### src/rtl/spi_frame_pkg.sv
// Shared types and frame geometry for the 6-byte SPI frame master.
//   state_t      : frame sequencer states
//   FRAME_*      : frame length in bytes / bits
//   RX_*         : width and first captured bit of the receive window
package spi_frame_pkg;

    localparam int unsigned FRAME_BYTES  = 6;
    localparam int unsigned FRAME_BITS   = FRAME_BYTES * 8;
    localparam int unsigned RX_BITS      = 32;
    localparam int unsigned RX_START_BIT = 16;
    localparam int unsigned BIT_CNT_W    = 6;
    localparam int unsigned PHASE_CNT_W  = 8;

    typedef enum logic [1:0] {
        ST_IDLE,
        ST_SETUP,
        ST_SHIFT,
        ST_HOLD
    } state_t;

endpackage

### src/rtl/spi_clk_gen.sv
// SCLK generator: half-period counter, registered SCLK level and edge strobes.
//   clk, resetn : system clock, async active-low reset
//   go          : request a rising edge (honoured at a low-phase end, or from idle once low long enough)
//   halt        : force SCLK low and stop immediately
//   sclk        : registered SCLK level (mode 0, idles low)
//   rise_c      : SCLK goes high at this clock edge
//   fall_c      : SCLK goes low at this clock edge (normal high-phase end)
//   low_end_c   : low half-period of a running period completes at this edge
module spi_clk_gen
    import spi_frame_pkg::*;
#(
    parameter int unsigned HALF_PERIOD = 4
) (
    input  logic clk,
    input  logic resetn,
    input  logic go,
    input  logic halt,
    output logic sclk,
    output logic rise_c,
    output logic fall_c,
    output logic low_end_c
);

    localparam logic [PHASE_CNT_W-1:0] CNT_LAST = PHASE_CNT_W'(HALF_PERIOD - 1);

    logic                   active_q;
    logic                   low_ok_q;
    logic [PHASE_CNT_W-1:0] cnt_q;
    logic                   phase_end_c;

    assign phase_end_c = (cnt_q == CNT_LAST);
    assign low_end_c   = active_q & ~sclk & phase_end_c;
    assign fall_c      = active_q & sclk & phase_end_c & ~halt;
    // From idle, a rise is only allowed once SCLK has been low a full half-period
    // (matters after a truncated high phase caused by a halt).
    assign rise_c      = go & ~halt & (active_q ? low_end_c : (low_ok_q & ~sclk));

    // Phase counter and SCLK level
    always_ff @(posedge clk or negedge resetn) begin
        if (!resetn) begin
            sclk     <= 1'b0;
            active_q <= 1'b0;
            low_ok_q <= 1'b1;
            cnt_q    <= '0;
        end else if (halt) begin
            sclk     <= 1'b0;
            active_q <= 1'b0;
            low_ok_q <= 1'b0;
            cnt_q    <= '0;
        end else if (rise_c) begin
            sclk     <= 1'b1;
            active_q <= 1'b1;
            low_ok_q <= 1'b0;
            cnt_q    <= '0;
        end else if (active_q) begin
            if (phase_end_c) begin
                cnt_q <= '0;
                if (sclk) begin
                    sclk <= 1'b0;
                end else begin
                    active_q <= 1'b0;
                    low_ok_q <= 1'b1;
                end
            end else begin
                cnt_q <= cnt_q + 1'b1;
            end
        end else if (!low_ok_q) begin
            if (phase_end_c) begin
                low_ok_q <= 1'b1;
                cnt_q    <= '0;
            end else begin
                cnt_q <= cnt_q + 1'b1;
            end
        end
    end

endmodule

### src/rtl/spi_frame_master.sv
// SPI mode-0 master sending one 48-bit frame per START and capturing MISO bytes 2..5.
//   clk, resetn     : system clock, async active-low reset
//   start, abort    : frame request / frame termination
//   tx_data         : frame bytes, [47:40] sent first
//   busy, done      : frame in progress / one-cycle completion pulse
//   rx_data         : MISO bytes 2..5 of the last completed frame, byte 2 in [31:24]
//   sclk, mosi, miso, cs : SPI pins (cs active-low)
module spi_frame_master
    import spi_frame_pkg::*;
#(
    parameter int unsigned HALF_PERIOD = 4,
    parameter int unsigned CS_SETUP    = 2,
    parameter int unsigned CS_HOLD     = 2
) (
    input  logic                  clk,
    input  logic                  resetn,
    input  logic                  start,
    input  logic                  abort,
    input  logic [FRAME_BITS-1:0] tx_data,
    output logic                  busy,
    output logic                  done,
    output logic [RX_BITS-1:0]    rx_data,
    output logic                  sclk,
    output logic                  mosi,
    input  logic                  miso,
    output logic                  cs
);

    localparam logic [PHASE_CNT_W-1:0] SETUP_LAST = PHASE_CNT_W'(CS_SETUP - 1);
    localparam logic [PHASE_CNT_W-1:0] HOLD_LAST  = PHASE_CNT_W'(CS_HOLD - 1);
    localparam logic [BIT_CNT_W-1:0]   BIT_LAST   = BIT_CNT_W'(FRAME_BITS - 1);
    localparam logic [BIT_CNT_W-1:0]   RX_PREV    = BIT_CNT_W'(RX_START_BIT - 1);

    state_t                  state_q, state_d;
    logic [PHASE_CNT_W-1:0]  cnt_q, cnt_d;
    logic [BIT_CNT_W-1:0]    bit_q, bit_d;
    logic [FRAME_BITS-1:0]   tx_sr_q, tx_sr_d;
    logic [RX_BITS-1:0]      rx_sr_q, rx_sr_d;
    logic [RX_BITS-1:0]      rx_data_q, rx_data_d;
    logic                    cs_q, cs_d;
    logic                    busy_q, busy_d;
    logic                    done_q, done_d;
    logic                    mosi_q, mosi_d;
    logic                    go_c, halt_c;
    logic                    rise_c, fall_c, low_end_c;

    spi_clk_gen #(
        .HALF_PERIOD (HALF_PERIOD)
    ) u_clk_gen (
        .clk       (clk),
        .resetn    (resetn),
        .go        (go_c),
        .halt      (halt_c),
        .sclk      (sclk),
        .rise_c    (rise_c),
        .fall_c    (fall_c),
        .low_end_c (low_end_c)
    );

    assign busy    = busy_q;
    assign done    = done_q;
    assign rx_data = rx_data_q;
    assign mosi    = mosi_q;
    assign cs      = cs_q;

    // State and datapath registers
    always_ff @(posedge clk or negedge resetn) begin
        if (!resetn) begin
            state_q   <= ST_IDLE;
            cnt_q     <= '0;
            bit_q     <= '0;
            tx_sr_q   <= '0;
            rx_sr_q   <= '0;
            rx_data_q <= '0;
            cs_q      <= 1'b1;
            busy_q    <= 1'b0;
            done_q    <= 1'b0;
            mosi_q    <= 1'b0;
        end else begin
            state_q   <= state_d;
            cnt_q     <= cnt_d;
            bit_q     <= bit_d;
            tx_sr_q   <= tx_sr_d;
            rx_sr_q   <= rx_sr_d;
            rx_data_q <= rx_data_d;
            cs_q      <= cs_d;
            busy_q    <= busy_d;
            done_q    <= done_d;
            mosi_q    <= mosi_d;
        end
    end

    // Frame sequencer: next state, datapath and SCLK requests
    always_comb begin
        state_d   = state_q;
        cnt_d     = cnt_q;
        bit_d     = bit_q;
        tx_sr_d   = tx_sr_q;
        rx_sr_d   = rx_sr_q;
        rx_data_d = rx_data_q;
        cs_d      = cs_q;
        busy_d    = busy_q;
        done_d    = 1'b0;
        mosi_d    = mosi_q;
        go_c      = 1'b0;
        halt_c    = 1'b0;

        case (state_q)
            ST_IDLE: begin
                // done_q marks the completion cycle: guarantees one CS-high cycle between frames
                if (start && !abort && !done_q) begin
                    state_d = ST_SETUP;
                    tx_sr_d = tx_data;
                    mosi_d  = tx_data[FRAME_BITS-1];
                    cs_d    = 1'b0;
                    busy_d  = 1'b1;
                    cnt_d   = '0;
                    bit_d   = '0;
                end
            end
            ST_SETUP: begin
                go_c = (cnt_q == SETUP_LAST);
                if (rise_c) begin
                    state_d = ST_SHIFT;
                    cnt_d   = '0;
                end else if (!go_c) begin
                    cnt_d = cnt_q + 1'b1;
                end
            end
            ST_SHIFT: begin
                go_c = low_end_c && (bit_q != BIT_LAST);
                if (fall_c && (bit_q != BIT_LAST)) begin
                    tx_sr_d = {tx_sr_q[FRAME_BITS-2:0], 1'b0};
                    mosi_d  = tx_sr_q[FRAME_BITS-2];
                end
                // bit_q counts the bit whose period is in progress; the rise starts bit_q+1
                if (rise_c) begin
                    bit_d = bit_q + 1'b1;
                    if (bit_q >= RX_PREV) begin
                        rx_sr_d = {rx_sr_q[RX_BITS-2:0], miso};
                    end
                end else if (low_end_c) begin
                    state_d = ST_HOLD;
                    cnt_d   = '0;
                end
            end
            ST_HOLD: begin
                if (cnt_q == HOLD_LAST) begin
                    state_d   = ST_IDLE;
                    cs_d      = 1'b1;
                    busy_d    = 1'b0;
                    done_d    = 1'b1;
                    mosi_d    = 1'b0;
                    rx_data_d = rx_sr_q;
                    cnt_d     = '0;
                    bit_d     = '0;
                end else begin
                    cnt_d = cnt_q + 1'b1;
                end
            end
            default: state_d = ST_IDLE;
        endcase

        // Abort wins over everything outside IDLE
        if (abort && (state_q != ST_IDLE)) begin
            state_d   = ST_IDLE;
            cs_d      = 1'b1;
            busy_d    = 1'b0;
            done_d    = 1'b0;
            mosi_d    = 1'b0;
            cnt_d     = '0;
            bit_d     = '0;
            tx_sr_d   = tx_sr_q;
            rx_sr_d   = rx_sr_q;
            rx_data_d = rx_data_q;
            go_c      = 1'b0;
            halt_c    = 1'b1;
        end
    end

endmodule

### config.mk
export PLATFORM = sky130hd
export DESIGN_NAME = spi_frame_master
export DESIGN_NICKNAME = d
export VERILOG_FILES = /design/src/rtl/spi_frame_pkg.sv /design/src/rtl/spi_clk_gen.sv /design/src/rtl/spi_frame_master.sv
export SDC_FILE = /design/constraint.sdc
export NUM_CORES = 1
export LEC_CHECK = 0
export CAP_MARGIN = 5
export CORE_ASPECT_RATIO = 1.1
export CORE_UTILIZATION = 55
export DETAILED_ROUTE_END_ITERATION = 10
export HOLD_SLACK_MARGIN = 0.15
export PLACE_DENSITY = 0.77
export SLEW_MARGIN = 5
export SYNTH_ARGS = -nofsm -noshare
export SYNTH_HDL_FRONTEND = slang
export SYNTH_SLANG_ARGS = --single-unit
### constraint.sdc
create_clock -name clk -period 2.95 [get_ports clk]
set_clock_uncertainty 0.2 [all_clocks]
set_input_delay 0.295 -clock clk [delete_from_list [all_inputs] [get_ports clk]]
set_output_delay 0.295 -clock clk [all_outputs]
set_load 0.1 [all_outputs]
# Yosys cells after proc, flatten, opt, wreduce, memory -nomap -nowiden
# Index checks and enable logic that the tools add are counted.
# W data, S select, Z words.
dict set report classes {
  n_lt_le_gt_ge 1
  n_eq_ne 19
  n_bitwise 11
  add_sub_neg 3
  mux 63
  n_reduce_logical 24
}
# op count
set op_table {}
lappend op_table {{$mux W8} 12}
lappend op_table {{$mux W47} 2}
lappend op_table {{$pmux W47 S2} 1}
lappend op_table {{$pmux W8 S4} 1}
lappend op_table {{$mux W1} 31}
lappend op_table {{$mux W6} 4}
lappend op_table {{$ne A3 B3 Y1 const B} 7}
lappend op_table {{$reduce_and A4 Y1} 5}
lappend op_table {{$pmux W6 S3} 1}
lappend op_table {{$add A8 B1 Y8 const B} 2}
lappend op_table {{$mux W2} 6}
lappend op_table {{$reduce_bool A3 Y1} 3}
lappend op_table {{$and A1 B1 Y1} 8}
lappend op_table {{$eq A8 B1 Y1 const B} 1}
lappend op_table {{$eq A8 B2 Y1 const B} 1}
lappend op_table {{$ne A4 B3 Y1 const B} 2}
lappend op_table {{$pmux W2 S4} 1}
lappend op_table {{$add A6 B1 Y6 const B} 1}
lappend op_table {{$ge A6 B4 Y1 const B} 1}
lappend op_table {{$ne A6 B6 Y1 const B} 1}
lappend op_table {{$pmux W1 S2} 3}
lappend op_table {{$reduce_and A3 Y1} 2}
lappend op_table {{$logic_and A1 B1 Y1} 5}
lappend op_table {{$reduce_and A5 Y1} 1}
lappend op_table {{12 further kinds} 19}
dict set report totals {
  wordCells 135
  input_bits 53
  ff_bits 142
  output_inout_bits 37
}

# Logic depth before layout (Yosys ltp)
# Gate-level depths: netlist of the first run.
dict set report depth {
  ltp_word 11
  mapped_depth 10
  ltp_nobuf 8
}

# Modules after synthesis
# From an unflattened synthesis of the first run, not the netlist that was laid out.
dict set report unflattened {
  cells_unflattened 501
  hier_area_um2 7135.6
}
# module area_each_um2 cells_per_inst seq_area_each_um2 n_inst
set modules_own_cells {}
lappend modules_own_cells {spi_frame_master 6495.0 432 3279.4 1}
lappend modules_own_cells {spi_clk_gen 640.6 69 276.5 1}

# Worst setup path before layout of the first run
# No wires, ideal clock.
dict set report synth_path {
  kind {register to register}
  from {reg u_clk_gen.sclk}
  to {reg rx_sr_q[10]}
  stages_incl_launch_ff 7
  path_buffers 1
  required_ns 2.623
  synth_period_minus_slack_ns 2.569
  path_slack_ns 0.381
  setup_ns 0.127
  t_arrival_ns 2.241
  cell_sequence {dfrtp_1 nand4b_2 o22ai_4 nand3_4 nor2_4 buf_6 mux2_1}
}
dict set report synth_between {
  elab_chain_len 9
  word_cells_on_any_way 11
  classes_between {3 x mux; 6 x bitwise; 2 x reduce/logical}
}
# element line
set synth_lines {}
lappend synth_lines {{from (decl)} spi_clk_gen.sv:18} ;# output logic sclk,
lappend synth_lines {{from (signal assigned)} spi_clk_gen.sv:41} ;# sclk <= 1'b0;
lappend synth_lines {{from (signal assigned)} spi_clk_gen.sv:46} ;# sclk <= 1'b0;
lappend synth_lines {{from (signal assigned)} spi_clk_gen.sv:51} ;# sclk <= 1'b1;
lappend synth_lines {{$not A1 Y1 *} {spi_clk_gen.sv:32, spi_clk_gen.sv:36}}
lappend synth_lines {{$and A1 B1 Y1 (2 in a row)} spi_clk_gen.sv:32} ;# assign low_end_c = active_q & ~sclk & phase_end_c;
lappend synth_lines {{$logic_and A1 B1 Y1} spi_frame_master.sv:131} ;# go_c = low_end_c && (bit_q != BIT_LAST);
lappend synth_lines {{$pmux W1 S2} spi_frame_master.sv:108} ;# case (state_q)
lappend synth_lines {{$mux W1} spi_frame_master.sv:165} ;# if (abort && (state_q != ST_IDLE)) begin
lappend synth_lines {{$and A1 B1 Y1} spi_clk_gen.sv:36} ;# assign rise_c = go & ~halt & (active_q ? low_end_c : (low_ok_q & ~sclk));
lappend synth_lines {{$and A1 B1 Y1 *} spi_clk_gen.sv:36}
lappend synth_lines {{$reduce_and A4 Y1 (no source line) *} --}
lappend synth_lines {{to (signal assigned)} spi_frame_master.sv:84} ;# rx_sr_q <= rx_sr_d;
lappend synth_lines {{to (decl)} spi_frame_master.sv:38} ;# logic [RX_BITS-1:0] rx_sr_q, rx_sr_d;
# Mark *: on every way between the ends. The rest lies on a longest branch, timed or not.
# A chain may end at the register's enable or synchronous reset.

# Worst setup path after layout of the first run
dict set report layout_path {
  from {reg state_q[0]}
  to {reg tx_sr_q[15]}
}
dict set report layout_between {
  elab_chain_len 8
  word_cells_on_any_way 14
  classes_between {3 x eq/ne; 2 x mux; 3 x bitwise; 6 x reduce/logical}
}
# element line
set layout_lines {}
lappend layout_lines {{from (decl)} spi_frame_master.sv:34} ;# state_t state_q, state_d;
lappend layout_lines {{from (signal assigned)} spi_frame_master.sv:80} ;# state_q <= state_d;
lappend layout_lines {{$reduce_bool A2 Y1} spi_frame_master.sv:165}
lappend layout_lines {{$logic_and A1 B1 Y1} spi_frame_master.sv:165}
lappend layout_lines {{$mux W1} spi_frame_master.sv:165}
lappend layout_lines {{$not A1 Y1} spi_clk_gen.sv:33} ;# assign fall_c = active_q & sclk & phase_end_c & ~halt;
lappend layout_lines {{$and A1 B1 Y1} spi_clk_gen.sv:33}
lappend layout_lines {{$logic_and A1 B1 Y1} spi_frame_master.sv:132} ;# if (fall_c && (bit_q != BIT_LAST)) begin
lappend layout_lines {{$ne A2 B2 Y1 (no source line)} --}
lappend layout_lines {{$reduce_and A4 Y1 (no source line)} --}
lappend layout_lines {{to (signal assigned)} spi_frame_master.sv:83} ;# tx_sr_q <= tx_sr_d;
lappend layout_lines {{to (decl)} spi_frame_master.sv:37} ;# logic [FRAME_BITS-1:0] tx_sr_q, tx_sr_d;
# Several ways; a longest one is shown, not always the timed one.

==> impl_metrics.json, run 1 <==
{
  "status": "completed",
  "firstDrtPassIters": 4,
  "synth_top_area_share_pct": 54.2,
  "pre_cts_ws_ns": 0.272,
  "ys_types": 61,
  "leakage_nw": 3.77,
  "period_share_pct": 92.0,
  "reg2regPathDepth": 8,
  "rr_startpoint": "state_q[0]",
  "initial_core_util_pct": 56.5,
  "setup_viol": 0,
  "cts_resized": 0,
  "synth_top_family_by_area": "multiplexers",
  "routedWlPerCell_um": 15.7,
  "internal_power_mw": 4.85,
  "clock_sinks": 142,
  "power_density_nw_per_um2": 912,
  "hold_viol": 0,
  "num_rows": 41,
  "required_ns": 3.05,
  "clkTransAtPathRegs_ns": 0.06,
  "cap_viol_max_count": 0,
  "fmax_mhz": 368,
  "maxSlewHeadroom_pct": 56.2,
  "peakVddDrop_v": 0.000496,
  "port_buffers": 89,
  "drc": 0,
  "postSynthAreaPerCell_um2": 11.8,
  "ys_seq_area_share_pct": 55.1,
  "die-height_um": 116,
  "layout_common_cells": "dfrtp_1, nor2_1, a21oi_1, clkdlybuf4s50_1, mux2i_1",
  "num_antenna_cells": 0,
  "synthSimpleGateAreaFrac_pct": 11.3,
  "dieArea_um2": 12200,
  "fin_setup_tns_ns": 0,
  "layout.nets": 705,
  "yosys_warnings": 0,
  "p_comb_share_pct": 33.5,
  "clkPwrFrac_pct": 30.9,
  "worstMarginPinSlew_ns": 0.655,
  "cp.arrival_ns": 2.81,
  "synth_xor_xnor_area_share_pct": 0.542,
  "clock_insertion_delay_worst_skew_ns": 0.42,
  "drv_slew": 0,
  "cts_root_buffer": "clkbuf_16",
  "syn-cell-area_um2": 6460,
  "globalRoute.totalOverflow": 0,
  "wirelength_um": 12600,
  "antenna_found_initial": 0,
  "track_usage_pct": 22.4,
  "synth_flop_cell": "dfrtp_1",
  "via_per_inst": 5.49,
  "synth_compound_area_share_pct": 9.61,
  "cts_tree": "built",
  "synth_seq_cells": 142,
  "seqPwrFrac_pct": 35.6,
  "synth_fp_nets": 607,
  "setup.worst_path.start": "state_q[0]",
  "reg2reg_to": "tx_sr_q[15]",
  "drt_iter0_drc": 235,
  "switching_share_pct": 34.7,
  "die_w_um": 105,
  "synthAdderAreaFrac_pct": 1.55,
  "critPathLaunchType": "flop",
  "grt_max_degree": 64,
  "core_area_um2": 11400,
  "crit_path_max_fanout": 37,
  "endpoint_kind": "flop",
  "grt_pass1_vias": 4474,
  "whs_ns": 0.207,
  "synthToLayoutAreaGrowth_pct": 26.0,
  "grt_pass1_wl_um": 21200,
  "final_util_pct": 71.1,
  "rsz0062_at_grt": "false",
  "clockBufferDepth": 2,
  "antenna_left": 0,
  "drive_above_1_share_pct": 20.7,
  "gp_congestion": 0.829,
  "netSwitchingPower_mw": 2.57,
  "htreeDepth": 4,
  "ioPinCount": 90,
  "syn-instance-count": 546,
  "async_reset_ff_share_pct": 100,
  "synthTopCellsByArea": "dfrtp_1, mux2i_1, mux2_1",
  "r2r_slack_ns": 0.23,
  "synthMuxAreaShare_pct": 18.9,
  "yosys.area.top_type": "dfrtp_1",
  "hold_class": "in2async",
  "finalCriticalPeriod_ns": 2.72,
  "path_class": "reg2reg",
  "num_vias": 4434,
  "final_common_cell": "dfrtp_1",
  "setup_ws_ns": 0.235,
  "cts_buffers": 17,
  "dp_hpwl_um": 8500,
  "synth_edf_count": 0
}
==> metrics by stage <==
stage / instances / total power, mW / instance area [um2]
finish: 807 / 7.42 / 8140
global route: 807 / 7.86 / 8140
CTS: 807 / 7.49 / 8140
detailed placement: 774 / 5.15 / 7490
global placement: 774 / 5.03 / 7490
floorplan: 546 / 4.50 / 6460
==> critical path: stages (launching register included) <==
cell	delay, ns
dfrtp_1	0.40
inv_1	0.15
ha_1	0.30
a21boi_1	0.59
nor2_1	0.18
and2_2	0.36
buf_12	0.21
nor2_1	0.12
a21oi_1	0.06
==> worst max path at each step <==
stage               slack (ns)  cells after the start     endpoint
CTS                       0.24                      8  tx_sr_q[15]
detailed placement        0.27                      8  tx_sr_q[15]
global placement          0.32                      8   tx_sr_q[3]
finish                    0.23                      8  tx_sr_q[15]
floorplan                 0.38                      6  rx_sr_q[10]
global route              0.05                      8  tx_sr_q[15]
==> power groups by stage <==
stage	combinational, mW	sequential, mW	clock [mW]
finish	2.49	2.64	2.29
global route	2.76	2.69	2.41
CTS	2.51	2.64	2.34
detailed placement	2.49	2.66	0
global placement	2.39	2.64	0
floorplan	1.75	2.75	0
==> cell type report <==
| class | instances | area [um2] |
|---|---|---|
| clock inverters | 12 | 183 |
| inverters | 12 | 45.0 |
| well taps | 150 | 188 |
| fillers | 767 | 3300 |
| repair buffers | 105 | 985 |
| clock buffers | 20 | 457 |
| multi-input cells | 366 | 2720 |
| flip-flops and latches | 142 | 3560 |
==> layer usage <==
| layer | GRT usage, % | part of all wire, % | vias up |
|---|---|---|---|
| li1 | - | - | 2145 |
| met1 | 27.6 | 44 | 2191 |
| met2 | 37.2 | 51 | 76 |
| met3 | 5.57 | 3.3 | 22 |
| met4 | 11.3 | 1.9 | 0 |
| met5 | 0 | 0 | - |
==> synth_stat cells (3+ instances only) <==
library cell / n
nand3_1: 12
nand2_1: 19
mux2_1: 32
buf_2: 11
nand4_1: 5
ha_1: 8
o211ai_1: 4
mux2_2: 32
xor2_1: 3
dfrtp_1: 140
o21ai_0: 8
nor2_1: 69
buf_6: 3
nand3b_1: 3
mux2i_1: 50
clkbuf_1: 6
nor3_1: 4
a221o_1: 5
a31oi_1: 4
and2_1: 3
buf_4: 4
and3_1: 9
a21oi_1: 54
inv_1: 12
o21ai_1: 4
==> kinds of logic (layout without fill, tap and decap cells) <==
family,Yosys count,after routing
flops,142,142
xor+xnor,4,4
simple gates,144,144
compound gates,96,96
mux,114,114
buf+inv,38,149
fa+ha+maj,8,8
==> what timing repair did <==
| item | in CTS | in global routing |
|---|---|---|
| hold endpoints to repair | 60 | 0 |
| hold buffers | 1 | 0 |
| setup buffers | 0 | 0 |
==> state kept, by name, indices dropped and copies added, names as in the netlist <==
| signal | cells |
|---|---|
| state_q | 2 |
| u_clk_gen.sclk | 1 |
| cs | 1 |
| rx_data | 32 |
| cnt_q | 8 |
| u_clk_gen.cnt_q | 8 |
| u_clk_gen.active_q | 1 |
| busy | 1 |
| rx_sr_q | 32 |
| bit_q | 6 |
| done | 1 |
| tx_sr_q | 47 |
| mosi | 1 |
| u_clk_gen.low_ok_q | 1 |
Note: power is estimated with default switching activity, not from simulation.
==> inputs of run 2 (changes only) <==
Settings changed: ABC_AREA set to 1, SLEW_MARGIN 5 to 20.
==> impl_metrics.json, run 2 <==
{
  "status": "completed",
  "cp.arrival_ns": 2.80,
  "postSynthAreaPerCell_um2": 8.44,
  "rr_startpoint": "state_q[1]",
  "synth_top_area_share_pct": 51.8,
  "htreeDepth": 4,
  "cap_viol_max_count": 0,
  "port_buffers": 89,
  "maxSlewHeadroom_pct": 43.1,
  "core_area_um2": 12000,
  "cpMaxStageDelayCell": "dfrtp_1",
  "die-height_um": 118,
  "worstMarginPinSlew_ns": 0.851,
  "routedWlPerCell_um": 12.9,
  "layout.nets": 947,
  "path_common_cell": "nand2_1",
  "synthToLayoutAreaGrowth_pct": 22.6,
  "ys_types": 31,
  "ys_seq_area_share_pct": 52.6,
  "crit_path_cell_trace": "inv_1 > ha_1 > inv_2 > nand2_1 > inv_2 > nor2_1 > nand2_1 > a21oi_2 > nand3_2 > o21bai_4 > buf_4 > nand2_1 > o21ai_2",
  "grt_pass1_wl_um": 23300,
  "power_density_nw_per_um2": 860,
  "globalRoute.totalOverflow": 0,
  "antenna_left": 0,
  "synth_seq_cells": 142,
  "largest-register": "tx_sr_q",
  "cts_root_buffer": "clkbuf_16",
  "syn-instance-count": 802,
  "layout_common_cells": "nand2_1, dfrtp_1, inv_1, o21ai_0, o21ai_1",
  "cts_resized": 0,
  "gp_congestion": 0.916,
  "clock_sinks": 142,
  "via_per_inst": 5.09,
  "grt_max_degree": 95,
  "yosys.area.top_type": "dfrtp_1",
  "crit_path_max_fanout": 31,
  "synthTopCellsByArea": "dfrtp_1, nand2_1, o21ai_0",
  "clkTransAtPathRegs_ns": 0.06,
  "stdcell_count": 1052,
  "synth_flop_cell": "dfrtp_1",
  "dp_hpwl_um": 8990,
  "ctsHoldBuffers": 1,
  "firstDrtPassIters": 7,
  "synthTopCellsByCount": "nand2_1, dfrtp_1, inv_1, o21ai_0, o21ai_1",
  "rsz0062_at_grt": "false",
  "wirelength_um": 13500,
  "setup.worst_path.start": "state_q[1]",
  "num_rows": 42,
  "path_class": "reg2reg",
  "seqCellArea_um2": 3560,
  "num_antenna_cells": 0,
  "leakage_nw": 4.03,
  "synth_fp_nets": 863,
  "antenna_found_initial": 0,
  "period_share_pct": 92.6,
  "required_ns": 3.02,
  "drv_slew": 0,
  "final_util_pct": 68.9,
  "nFillCells": 934,
  "synth_edf_count": 0,
  "finalCriticalPeriod_ns": 2.73,
  "grt_pass1_vias": 5246,
  "endpoint_kind": "flop",
  "cts_tree": "built",
  "ioPinCount": 90,
  "peakVddDrop_v": 0.000553,
  "async_reset_ff_share_pct": 100,
  "die_w_um": 108,
  "fmax_mhz": 366,
  "hold_start": "miso",
  "hold_viol": 0,
  "largest_register_ffs": 47,
  "fin_setup_tns_ns": 0,
  "critPathLaunchType": "flop",
  "drive_above_1_share_pct": 14.6,
  "cts_buffers": 17,
  "final_common_cell": "nand2_1",
  "num_vias": 5354,
  "postCtsSetupBuffers": 0,
  "dp.cells": 1020,
  "clockBufferDepth": 2,
  "drc": 0,
  "track_usage_pct": 23.2,
  "initial_core_util_pct": 56.2,
  "dieArea_um2": 12700,
  "cp_slowest_stage_delay_ns": 0.41,
  "yosys_warnings": 0,
  "hold_class": "in2reg",
  "drt_iter0_drc": 364,
  "multi_input_area_um2": 2530,
  "clock_insertion_delay_worst_skew_ns": 0.41,
  "syn-cell-area_um2": 6770,
  "setup_viol": 0,
  "yosysMostFrequentCell": "nand2_1"
}
## run 2: stage by stage
step / hold slack (ns) / area, um2 / power [mW] / setup WS (ns)
3_5_place_dp: 0.164 / 7620 / 4.77 / 0.283
3_3_place_gp: 0.151 / 7620 / 4.66 / 0.397
6_report: 0.254 / 8290 / 7.13 / 0.217
4_1_cts: 0.246 / 8290 / 7.20 / 0.248
2_1_floorplan: -0.201 / 6770 / 4.32 / 0.694
5_1_grt: 0.252 / 8290 / 7.63 / 0.0626
## run 2: cell type report
type	instances	area share, %
multi-input combinational	507	30.5
tap	154	2.32
clock inverter	12	2.61
clock buffer	19	5.34
timing repair buffer	100	11.0
inverter	118	5.34
sequential	142	42.9
## run 2: logic make-up (layout without fill, tap and decap cells)
logic type	Yosys count	in the layout	synth area share [%]
AO/OA/AOI/OAI	192	192	16.6
XOR/XNOR	11	11	1.42
adder cells (fa/ha/maj)	8	8	1.48
buffers and inverters	153	249	10.1
flip-flops	142	142	52.6
AND/OR/NAND/NOR	296	296	17.8
## run 2: report_power, final
group	switching, mW	leakage (nW)	internal, mW	total [mW]
logic	1.53	1.81	0.701	2.23
registers	0.160	1.89	2.37	2.52
clock network	0.784	0.323	1.60	2.38
total	2.47	4.03	4.66	7.13
## run 2: layer usage
metal  wire [um]  global-route usage, %  up-vias
li1            -                      -     2687
met1        6140                   29.0     2513
met2        6560                   37.6      133
met3         639                   6.67       21
met4         197                   9.08        0
met5           0                      0        -
## run 2: worst max-delay path, delay by kind of cell, from the launching register on
family                     cells  cell delay, ns
AOI/OAI and AO/OA              3            0.62
and+or+nand+nor                5            0.58
buffers and inverters          4            0.56
DFF                            1            0.41
adders and majority gates      1            0.21
## run 2: path summary, 6_finish.rpt
| path | to | slack [ns] | cells past startpoint |
|---|---|---|---|
| min in group asynchronous | busy | 0.27 | 2 |
| worst max-delay path | rx_sr_q[20] | 0.22 | 13 |
| worst max register to register | rx_sr_q[20] | 0.22 | 13 |
| worst min-delay path | rx_sr_q[0] | 0.25 | 3 |
| worst min register to register | cs | 0.28 | 2 |
| max in group asynchronous | u_clk_gen.low_ok_q | 1.47 | 3 |
